**config.mk**
```make
export PLATFORM = sky130hd
export DESIGN_NAME = uart_cmd_decoder
export DESIGN_NICKNAME = d
export VERILOG_FILES = /design/src/rtl/uart_cmd_decoder.sv
export SDC_FILE = /design/constraint.sdc
export NUM_CORES = 1
export LEC_CHECK = 0
export ABC_AREA = 1
export BUFFER_PORTS_ARGS = -buffer_cell sky130_fd_sc_hd__buf_2
export CAP_MARGIN = 10
export CORE_ASPECT_RATIO = 0.7
export CORE_MARGIN = 2
export CORE_UTILIZATION = 55
export CTS_BUF_LIST = sky130_fd_sc_hd__clkbuf_8
export DETAILED_ROUTE_END_ITERATION = 8
export GPL_TIMING_DRIVEN = 0
export HOLD_SLACK_MARGIN = 0.15
export PLACE_DENSITY = 0.76
export SKIP_CTS_REPAIR_TIMING = 1
export SYNTH_ARGS = -nofsm -noshare
export SYNTH_HDL_FRONTEND = slang
export SYNTH_SLANG_ARGS = --single-unit
```
**constraint.sdc**
```tcl
create_clock -name clk_i -period 3.54 [get_ports clk_i]
set_input_delay 1.062 -clock clk_i [delete_from_list [all_inputs] [get_ports clk_i]]
set_output_delay 1.062 -clock clk_i [all_outputs]
set_load 0.05 [all_outputs]
```
**src/rtl/uart_cmd_decoder.sv**
```systemverilog
// uart_cmd_decoder: turns the uart byte stream into screen-buffer writes.
// A packet is four bytes {column, row, char, terminator}. Each field is
// range-checked. A good packet produces one single-cycle write. A bad
// packet is consumed in full so that byte alignment is kept, and is then
// dropped with one err_o pulse. A timeout inside a packet returns the
// decoder to the column field so it can resynchronise after a lost byte.
module uart_cmd_decoder #(
    parameter int          N_COL          = 160,
    parameter int          N_ROW          = 64,
    parameter int          N_COL_WIDTH    = 8,
    parameter int          N_ROW_WIDTH    = 6,
    parameter int          N_CHARS_WIDTH  = 7,
    parameter logic [7:0]  TERM_CHAR      = 8'h0A,
    parameter int          TIMEOUT_CYCLES = 50000
) (
    input  logic                     clk_i,
    input  logic                     rst_i,
    input  logic                     rx_wr_i,
    input  logic [7:0]               rx_data_i,
    output logic                     wr_en_o,
    output logic [N_COL_WIDTH-1:0]   col_o,
    output logic [N_ROW_WIDTH-1:0]   row_o,
    output logic [N_CHARS_WIDTH-1:0] char_o,
    output logic                     err_o,
    output logic                     busy_o
);

    localparam int TW = $clog2(TIMEOUT_CYCLES) + 1;
    localparam logic [TW-1:0] T_LAST  = TW'(TIMEOUT_CYCLES - 1);
    localparam logic [TW-1:0] T_MAX   = '1;
    localparam logic [8:0]    COL_LIM  = 9'(N_COL);
    localparam logic [8:0]    COL_LIM2 = 9'(2 * N_COL);
    localparam logic [8:0]    ROW_LIM  = 9'(N_ROW);

    typedef enum logic [1:0] {
        S_COL  = 2'd0,
        S_ROW  = 2'd1,
        S_CHAR = 2'd2,
        S_TERM = 2'd3
    } state_t;

    state_t                   state_q, state_d;
    logic                     bad_q, bad_d;
    logic                     rx_wr_q;
    logic                     armed_q;
    logic                     byte_ev;
    logic [TW-1:0]            timer_q;
    logic                     timeout;
    logic                     commit, drop;
    logic                     col_ld, row_ld, char_ld;
    logic [N_COL_WIDTH-1:0]   col_stg;
    logic [N_ROW_WIDTH-1:0]   row_stg;
    logic [N_CHARS_WIDTH-1:0] char_stg;
    logic [8:0]               byte9;
    logic [8:0]               col_sub;
    logic [N_COL_WIDTH-1:0]   col_val;

    // A byte is the rising edge of the data-valid level. armed_q masks the
    // edge until rx_wr_i has been seen low, so a level that is already high
    // when reset is released is not taken as a byte.
    always_ff @(posedge clk_i) begin
        if (rst_i) begin
            rx_wr_q <= 1'b0;
            armed_q <= ~rx_wr_i;
        end else begin
            rx_wr_q <= rx_wr_i;
            armed_q <= armed_q | ~rx_wr_i;
        end
    end

    assign byte_ev = rx_wr_i & ~rx_wr_q & armed_q;
    assign busy_o  = (state_q != S_COL);

    // Columns from N_COL to 2*N_COL-1 fold back onto the visible range.
    assign byte9   = {1'b0, rx_data_i};
    assign col_sub = byte9 - COL_LIM;
    assign col_val = (byte9 >= COL_LIM) ? col_sub[N_COL_WIDTH-1:0]
                                        : byte9[N_COL_WIDTH-1:0];

    // A byte arriving on the expiry cycle takes priority over the timeout.
    assign timeout = busy_o && (timer_q >= T_LAST) && !byte_ev;

    // Idle timer: runs only inside a packet, restarts on every byte and saturates.
    always_ff @(posedge clk_i) begin
        if (rst_i)
            timer_q <= '0;
        else if (state_q == S_COL || byte_ev)
            timer_q <= '0;
        else if (timer_q != T_MAX)
            timer_q <= timer_q + 1'b1;
    end

    // FSM state register together with the sticky bad-field flag.
    always_ff @(posedge clk_i) begin
        if (rst_i) begin
            state_q <= S_COL;
            bad_q   <= 1'b0;
        end else begin
            state_q <= state_d;
            bad_q   <= bad_d;
        end
    end

    // Next state, field checks, staging loads and the commit/drop decision.
    always_comb begin
        state_d = state_q;
        bad_d   = bad_q;
        col_ld  = 1'b0;
        row_ld  = 1'b0;
        char_ld = 1'b0;
        commit  = 1'b0;
        drop    = 1'b0;
        if (byte_ev) begin
            case (state_q)
                S_COL: begin
                    bad_d   = (byte9 >= COL_LIM2);
                    col_ld  = 1'b1;
                    state_d = S_ROW;
                end
                S_ROW: begin
                    if (byte9 >= ROW_LIM)
                        bad_d = 1'b1;
                    row_ld  = 1'b1;
                    state_d = S_CHAR;
                end
                S_CHAR: begin
                    if (rx_data_i[7])
                        bad_d = 1'b1;
                    char_ld = 1'b1;
                    state_d = S_TERM;
                end
                S_TERM: begin
                    if (bad_q || rx_data_i != TERM_CHAR)
                        drop = 1'b1;
                    else
                        commit = 1'b1;
                    bad_d   = 1'b0;
                    state_d = S_COL;
                end
                default: begin
                    bad_d   = 1'b0;
                    state_d = S_COL;
                end
            endcase
        end else if (timeout) begin
            bad_d   = 1'b0;
            drop    = 1'b1;
            state_d = S_COL;
        end
    end

    // Staging registers hold the fields of the packet in flight.
    always_ff @(posedge clk_i) begin
        if (rst_i) begin
            col_stg  <= '0;
            row_stg  <= '0;
            char_stg <= '0;
        end else begin
            if (col_ld)  col_stg  <= col_val;
            if (row_ld)  row_stg  <= rx_data_i[N_ROW_WIDTH-1:0];
            if (char_ld) char_stg <= rx_data_i[N_CHARS_WIDTH-1:0];
        end
    end

    // Write port: the outputs change only on a commit, and the strobes last one cycle.
    always_ff @(posedge clk_i) begin
        if (rst_i) begin
            wr_en_o <= 1'b0;
            err_o   <= 1'b0;
            col_o   <= '0;
            row_o   <= '0;
            char_o  <= '0;
        end else begin
            wr_en_o <= commit;
            err_o   <= drop;
            if (commit) begin
                col_o  <= col_stg;
                row_o  <= row_stg;
                char_o <= char_stg;
            end
        end
    end

endmodule

```
==> results of run 1 <==
-- final cells by class --
| class | instances | area (sq um) | area share |
|---|---|---|---|
| Inverter | 50 | 188 | 0.0572 |
| Sequential cell | 66 | 1320 | 0.403 |
| Timing Repair Buffer | 33 | 165 | 0.0503 |
| Tap cell | 69 | 86.3 | 0.0263 |
| Buffer | 14 | 72.6 | 0.0221 |
| Multi-Input combinational cell | 230 | 1220 | 0.372 |
| Clock buffer | 10 | 138 | 0.0419 |
| Clock inverter | 6 | 90.1 | 0.0274 |
-- where the power goes --
group	switching, W	internal (W)
Combinational	0.0000631	0.0000271
Clock	0.000295	0.000416
Sequential	0.00000752	0.000758
-- cell usage after synthesis --
cell / instances / area [sq um]
o21ai_1: 24 / 120
nor2_4: 4 / 45.0
o21a_1: 2 / 15.0
buf_6: 1 / 11.3
clkbuf_1: 7 / 26.3
nor3_1: 6 / 30.0
xnor2_1: 2 / 17.5
nand3_1: 9 / 45.0
or2_0: 2 / 12.5
dfxtp_1: 66 / 1320
inv_2: 10 / 37.5
inv_1: 40 / 150
ha_1: 8 / 100
nand2_2: 2 / 12.5
nand3_2: 2 / 20.0
nand4_2: 2 / 25.0
o21ai_0: 28 / 140
a21oi_1: 57 / 285
nor2_1: 33 / 124
buf_4: 2 / 15.0
nand3b_1: 1 / 7.51
nand4_1: 2 / 12.5
nor2_2: 3 / 18.8
buf_2: 4 / 20.0
nor3_4: 1 / 16.3
nand2_1: 39 / 146
xor2_1: 2 / 17.5
nor3_2: 1 / 10.0
-- sequential cells by signal (all words and copies together), names as in the netlist --
name and count:
armed_q 1, bad_q 1, char_o 7, char_stg 7, col_o 8, col_stg 8, err_o 1, row_o 6
row_stg 6, rx_wr_q 1, state_q 2, timer_q 17, wr_en_o 1
-- final timing paths --
check | start | end | slack [ns] | cells after the start
hold reg to reg | col_stg[2] | col_o[2] | 0.45 | 2
hold / removal | col_stg[2] | col_o[2] | 0.45 | 2
setup reg to reg | timer_q[0] | timer_q[13] | 1.33 | 13
setup / recovery | state_q[1] | busy_o | 1.03 | 4
-- per-stage QoR --
step	instance area, sq um	utilization
after CTS	3280	0.679
final	3280	0.679
after detailed placement	3050	0.632
after global placement	3050	0.632
after floorplan	2800	-
after global routing	3280	0.679
-- layer usage --
layer  vias up  wire length (um)
met3         8               318
met4         0                71
met2        54              2550
met1      1105              3030
met5         -                 0
li1       1263                 -
-- worst max-delay path, stage by stage (launching register included) --
cell     delay, ns
dfxtp_1       0.39
inv_1         0.09
ha_1          0.23
inv_1         0.11
buf_2         0.27
-- layout by cell type (no fill, tap or decap), drive strengths merged --
cell      instances
a21oi            57
buf              40
bufinv            2
clkbuf           17
clkinv            3
clkinvlp          1
dfxtp            66
ha                8
inv              50
nand2            41
nand3            11
nand3b            1
nand4             4
nor2             40
nor3              8
o21a              2
o21ai            52
or2               2
xnor2             2
xor2              2
-- kinds of logic (layout without fill, tap and decap cells) --
group | after synthesis | after routing | share of synthesized area
buffers and inverters | 64 | 113 | 0.0929
adders and majority gates | 8 | 8 | 0.0357
DFF | 66 | 66 | 0.471
and+or+nand+nor | 107 | 107 | 0.187
AOI/OAI and AO/OA | 111 | 111 | 0.200
xor gates and xnor gates | 4 | 4 | 0.0125
==> flow_summary.json, run 1 <==
{
  "ioPinCount": 35,
  "max_freq_ghz": 0.399,
  "tns_ns": 0,
  "tightest_slew_ns": 0.492,
  "top_usage_layer": "met1",
  "clock_latency_ns": 0.35,
  "grt_pass1_vias": 2213,
  "diodes": 0,
  "maxCapViolCount": 0,
  "cp.required_ns": 2.48,
  "dr_total_vias": 2430,
  "grt.met1_usage": 0.333,
  "crit_fanout": 4,
  "postRouteAntennaNets": 0,
  "fin_skew_ns": 0.00451,
  "synth_cell_type_count": 28,
  "powerDensity_mw_per_mm2": 477,
  "yosysWarnings": 0,
  "met3_usage": 0.0734,
  "nets": 423,
  "rsz0062_at_grt": "false",
  "syn_to_final_growth_pct": 17.1,
  "synth_area_per_cell_sq_um": 7.79,
  "endpoint_kind": "output port",
  "critPathLaunchType": "flip-flop",
  "vias_per_cell": 5.08,
  "start_util": 0.580,
  "numCtsBuffers": 9,
  "drv_slew": 0,
  "fin_cells": 478,
  "fillers": 422,
  "placedCellCount": 462,
  "antenna_found_initial": 0,
  "setup_viol": 0,
  "drive_above_1_share": 0.198,
  "grt_max_degree": 13,
  "fp.coreArea_sq_mm": 0.00483,
  "htree_num_levels": 3,
  "dieWidth_um": 89.3,
  "min_path_type": "reg2reg",
  "clk_pin_slew_ns": 0.07,
  "drtPass1Iterations": 4,
  "clockBufferDepth": 2,
  "status": "finished, final reports clean",
  "irDropWorstVdd_v": 0.000353,
  "grtUsageMet2": 0.332,
  "gp_congestion": 0.845,
  "ys_ff_latch": 66,
  "syn-num-nets": 379,
  "drtIter0Drc": 146,
  "grt_pass1_wl_um": 10100,
  "groute.usage.overall": 0.233,
  "holdWs_ns": 0.454,
  "power_w": 0.00157,
  "synth_seq_area_share": 0.471,
  "io_buffers": 33,
  "grt-ovfl-total": 0,
  "crit_type": "reg2out",
  "hpwl_um": 4290,
  "p_leak_nw": 1.42,
  "die_h_um": 63.7,
  "pre_cts_ws_ns": 1.12,
  "layout_min_cycle_time_ns": 2.51,
  "row_count": 21,
  "cts-root-buf": "clkbuf_8",
  "die_area_sq_mm": 0.00569,
  "clock-sinks": 66,
  "netlist_area_sq_mm": 0.00280,
  "finalHoldViolations": 0,
  "synth_cells": 360,
  "arrival_ns": 1.45,
  "worst_slack_ns": 1.03,
  "avgRoutedWirePerCell_um": 12.5,
  "drc": 0,
  "cts_tree": "done",
  "slew-limit-headroom": 0.672,
  "post-route-period-util": 0.708,
  "wl_um": 5960
}
Note: power is estimated with default switching activity, not from simulation.
==> run 2: changes to the inputs <==
Settings changed: CORE_UTILIZATION 55 to 54, PLACE_DENSITY 0.76 to 0.78.
Clock period 3.54 ns to 2.3 ns, I/O delays scaled along.
==> flow_summary.json, run 2 (synthesis gave the netlist of run 1 again) <==
{
  "cp.required_ns": 1.61,
  "numCtsBuffers": 9,
  "tightest_slew_ns": 0.500,
  "powerDensity_mw_per_mm2": 664,
  "top_usage_layer": "met2",
  "antenna_found_initial": 0,
  "ioPinCount": 35,
  "regMostFlops": "timer_q",
  "grt.met1_usage": 0.315,
  "cts-root-buf": "clkbuf_8",
  "vias_per_cell": 5.18,
  "postRouteAntennaNets": 0,
  "irDropWorstVdd_v": 0.000489,
  "nets": 423,
  "rsz0062_at_grt": "false",
  "wl_um": 5990,
  "largest_register_ffs": 17,
  "crit_fanout": 4,
  "grt_max_degree": 12,
  "critPathLaunchType": "flip-flop",
  "layout_min_cycle_time_ns": 2.15,
  "holdWs_ns": 0.457,
  "r2r_slack_ns": 0.15,
  "row_count": 21,
  "maxCapViolCount": 0,
  "endpoint_kind": "output port",
  "drc": 0,
  "status": "finished, final reports clean",
  "crit_type": "reg2out",
  "pre_cts_ws_ns": 0.121,
  "cts_tree": "done",
  "grtUsageMet2": 0.346,
  "diodes": 0,
  "worst_slack_ns": 0.148,
  "clockBufferDepth": 2,
  "arrival_ns": 1.46,
  "clock-sinks": 66,
  "fin_skew_ns": 0.00848,
  "io_buffers": 33,
  "setup_viol": 0,
  "drive_above_1_share": 0.196,
  "met3_usage": 0.0778,
  "place_area_sq_mm": 0.00305,
  "top_regs": "timer_q x17, col_o x8, col_stg x8",
  "drtPass1Iterations": 4,
  "avgRoutedWirePerCell_um": 12.5,
  "die_area_sq_mm": 0.00579,
  "die_h_um": 64.3,
  "most-common-layout-cells": "dfxtp_1, a21oi_1, inv_1",
  "fp.coreArea_sq_mm": 0.00489,
  "clk_pin_slew_ns": 0.07,
  "layout_commonest_cell": "dfxtp_1",
  "hpwl_um": 4420,
  "slew-limit-headroom": 0.667,
  "start_util": 0.573,
  "max_freq_ghz": 0.465,
  "grt_pass1_vias": 2322,
  "grt-ovfl-total": 0,
  "htree_num_levels": 3,
  "min_path_type": "reg2reg",
  "grt_pass1_wl_um": 10400,
  "p_leak_nw": 1.40,
  "tns_ns": 0,
  "post-route-period-util": 0.936,
  "groute.usage.overall": 0.228,
  "drtIter0Drc": 121,
  "syn_to_final_growth_pct": 15.7,
  "dr_total_vias": 2475,
  "clock_latency_ns": 0.34,
  "gp_congestion": 0.809,
  "final_area_sq_mm": 0.00324,
  "finalHoldViolations": 0,
  "drv_slew": 0,
  "dieWidth_um": 90.1
}
[run 2: cell types whose count changed in the layout (fill, tap and decap cells not counted), sizes merged]
cell	change
inv	+1
buf	-1
clkinvlp	+1
clkbuf	+1
bufinv	-2
[run 2: final timing paths]
check        startpoint  depth (start not counted)          end
max          state_q[0]                          4       busy_o
min          col_stg[4]                          2   col_stg[4]
max reg2reg  timer_q[0]                         13  timer_q[13]
min reg2reg  col_stg[4]                          2   col_stg[4]
[run 2: layout make-up]
cell class,count,area [sq um]
Sequential cell,66,1320
Timing Repair Buffer,33,165
Clock inverter,6,33.8
Fill cell,440,1650
Tap cell,69,86.3
Clock buffer,10,138
Inverter,50,188
Buffer,14,75.1
Multi-Input combinational cell,230,1230
[run 2: power by group]
part           switching [W]  internal [W]
registers          0.0000122       0.00117
clock network       0.000424      0.000410
logic              0.0000969     0.0000418
total               0.000533       0.00162
[run 2: layer usage]
metal	vias to the layer above	share of wire	routed length, um
li1	1271	-	-
met1	1126	0.48	2870
met2	69	0.44	2620
met3	9	0.073	439
met4	0	0.011	65
met5	-	0	0
[run 2: critical path, stage by stage (launching register included)]
cell and delay (ns):
dfxtp_1 0.40, inv_1 0.09, ha_1 0.25, inv_1 0.12, buf_2 0.27
[run 2: metrics by stage]
| stage | power (W) | cells | util |
|---|---|---|---|
| global placement | 0.00134 | 462 | 0.625 |
| global route | 0.00225 | 478 | 0.663 |
| detailed placement | 0.00134 | 462 | 0.625 |
| CTS | 0.00217 | 478 | 0.660 |
| finish | 0.00215 | 478 | 0.663 |
| floorplan | 0.00130 | 360 | - |
==> run 3: changes to the inputs <==
Settings changed: PLACE_DENSITY 0.78 to unset, PLACE_DENSITY_LB_ADDON set to 0.2.
==> flow_summary.json, run 3 (synthesis gave the netlist of run 1 again) <==
{
  "status": "finished, final reports clean",
  "finalHoldViolations": 0,
  "rsz0062_at_grt": "false",
  "ioPinCount": 35,
  "drtPass1Iterations": 4,
  "maxCapViolCount": 0,
  "holdWs_ns": 0.455,
  "fin_skew_ns": 0.00589,
  "io_buffers": 33,
  "clock-sinks": 66,
  "nets": 423,
  "p_sw_w": 0.000551,
  "arrival_ns": 1.43,
  "drv_slew": 0,
  "drtIter0Drc": 197,
  "endpoint_kind": "output port",
  "fp.coreArea_sq_mm": 0.00489,
  "diodes": 0,
  "cts_tree": "done",
  "numCtsBuffers": 9,
  "fin_cells": 478,
  "wl_um": 5840,
  "grt_pass1_vias": 2180,
  "pre_cts_ws_ns": 0.158,
  "p_int_w": 0.00185,
  "cp.required_ns": 1.61,
  "dr_total_vias": 2415,
  "start_util": 0.573,
  "most-common-layout-cells": "dfxtp_1, a21oi_1, inv_1",
  "seqPwrFrac": 0.491,
  "top_regs": "timer_q x17, col_o x8, col_stg x8",
  "cp_num_buf_inv": 3,
  "crit_type": "reg2out",
  "slew-limit-headroom": 0.676,
  "clk_pin_slew_ns": 0.07,
  "grt_pass1_wl_um": 9780,
  "placedCellCount": 462,
  "path_delay_family": "buffers and inverters",
  "irDropWorstVdd_v": 0.000446,
  "wl_met1_um": 3070,
  "hpwl_um": 4200,
  "gp_congestion": 0.874,
  "powerDensity_mw_per_mm2": 728,
  "antenna_found_initial": 0,
  "crit_top_cell": "inv_1",
  "largest_register_ffs": 17,
  "multiInputGateArea_sq_mm": 0.00123,
  "die_h_um": 64.3,
  "postRouteAntennaNets": 0,
  "power.share.clock": 0.452,
  "die_area_sq_mm": 0.00579,
  "clock_latency_ns": 0.34,
  "drc": 0,
  "tightest_slew_ns": 0.487,
  "top_layer": "met4",
  "tns_ns": 0,
  "row_count": 21,
  "grt-ovfl-total": 0,
  "layout_min_cycle_time_ns": 2.12,
  "max_freq_ghz": 0.471,
  "critPathMaxStageDelay_ns": 0.38,
  "avgRoutedWirePerCell_um": 12.2,
  "grt_max_degree": 13,
  "crit_fanout": 4,
  "cts-root-buf": "clkbuf_8",
  "clockBufferDepth": 2,
  "groute.usage.overall": 0.215,
  "htree_num_levels": 3,
  "dr_wl_met3_um": 392,
  "p_leak_nw": 1.42,
  "drive_above_1_share": 0.198,
  "regMostFlops": "timer_q",
  "dr_wl_met2_um": 2320,
  "ff_latch_area_sq_mm": 0.00132,
  "syn_to_final_growth_pct": 17.6,
  "setup_viol": 0,
  "layout_commonest_cell": "dfxtp_1",
  "crit_chain": "inv_1 -> ha_1 -> inv_1 -> buf_2",
  "critPathLaunchType": "flip-flop",
  "worst_slack_ns": 0.176,
  "combPwrFrac": 0.057,
  "min_path_type": "reg2reg",
  "p_sw_frac": 0.230,
  "vias_per_cell": 5.05,
  "cp_slowest_cell": "dfxtp_1",
  "post-route-period-util": 0.924,
  "dieWidth_um": 90.1,
  "fillers": 432
}
run 3: changes by cell type in the layout (fill, tap and decap cells not counted):
cell / delta
bufinv_16: +2
clkinv_2: -2
clkinv_4: +2
buf_2: +1
clkbuf_4: -1
clkinvlp_4: -1
inv_1: -1
run 3: area by class of cell:
| class | count | area share |
|---|---|---|
| Clock buffer | 10 | 0.0418 |
| Clock inverter | 6 | 0.0273 |
| Timing Repair Buffer | 33 | 0.0501 |
| Tap cell | 69 | 0.0262 |
| Multi-Input combinational cell | 230 | 0.375 |
| Buffer | 14 | 0.0220 |
| Inverter | 50 | 0.0569 |
| Sequential cell | 66 | 0.401 |
run 3: power groups by stage:
stage / combinational [W] / clock (W) / sequential (W)
5_1_grt: 0.000154 / 0.00115 / 0.00118
3_3_place_gp: 0.000133 / 0 / 0.00120
3_5_place_dp: 0.000135 / 0 / 0.00120
4_1_cts: 0.000136 / 0.00111 / 0.00118
6_report: 0.000138 / 0.00108 / 0.00118
2_1_floorplan: 0.0000915 / 0 / 0.00120
run 3: path summary, 6_finish.rpt:
kind                    from           to  cells after the start  slack (ns)
hold reg to reg   col_stg[3]     col_o[3]                      2        0.46
hold / removal    col_stg[3]     col_o[3]                      2        0.46
setup reg to reg  timer_q[0]  timer_q[13]                     13        0.19
setup / recovery  state_q[0]       busy_o                      4        0.18
run 3: layer usage:
layer,track usage,vias up
li1,-,1267
met5,0,-
met4,0.0692,0
met1,0.301,1078
met2,0.309,61
met3,0.0767,9
run 3: stage by stage:
stage          utilization  power [W]  area [sq um]
6_report             0.674    0.00240          3300
5_1_grt              0.674    0.00249          3300
4_1_cts              0.672    0.00243          3280
3_5_place_dp         0.625    0.00134          3050
3_3_place_gp         0.625    0.00134          3050
2_1_floorplan            -    0.00130          2800
run 3: worst register-to-register path, cell delays in order, from the launching register on:
cell	delay, ns
dfxtp_1	0.34
ha_1	0.21
inv_2	0.08
nor2_4	0.05
nand4_2	0.09
nor3_1	0.06
ha_1	0.16
buf_2	0.19
nor2_4	0.15
nand4_4	0.12
nor2_4	0.13
nand4_1	0.11
or2_0	0.23
a21oi_1	0.11
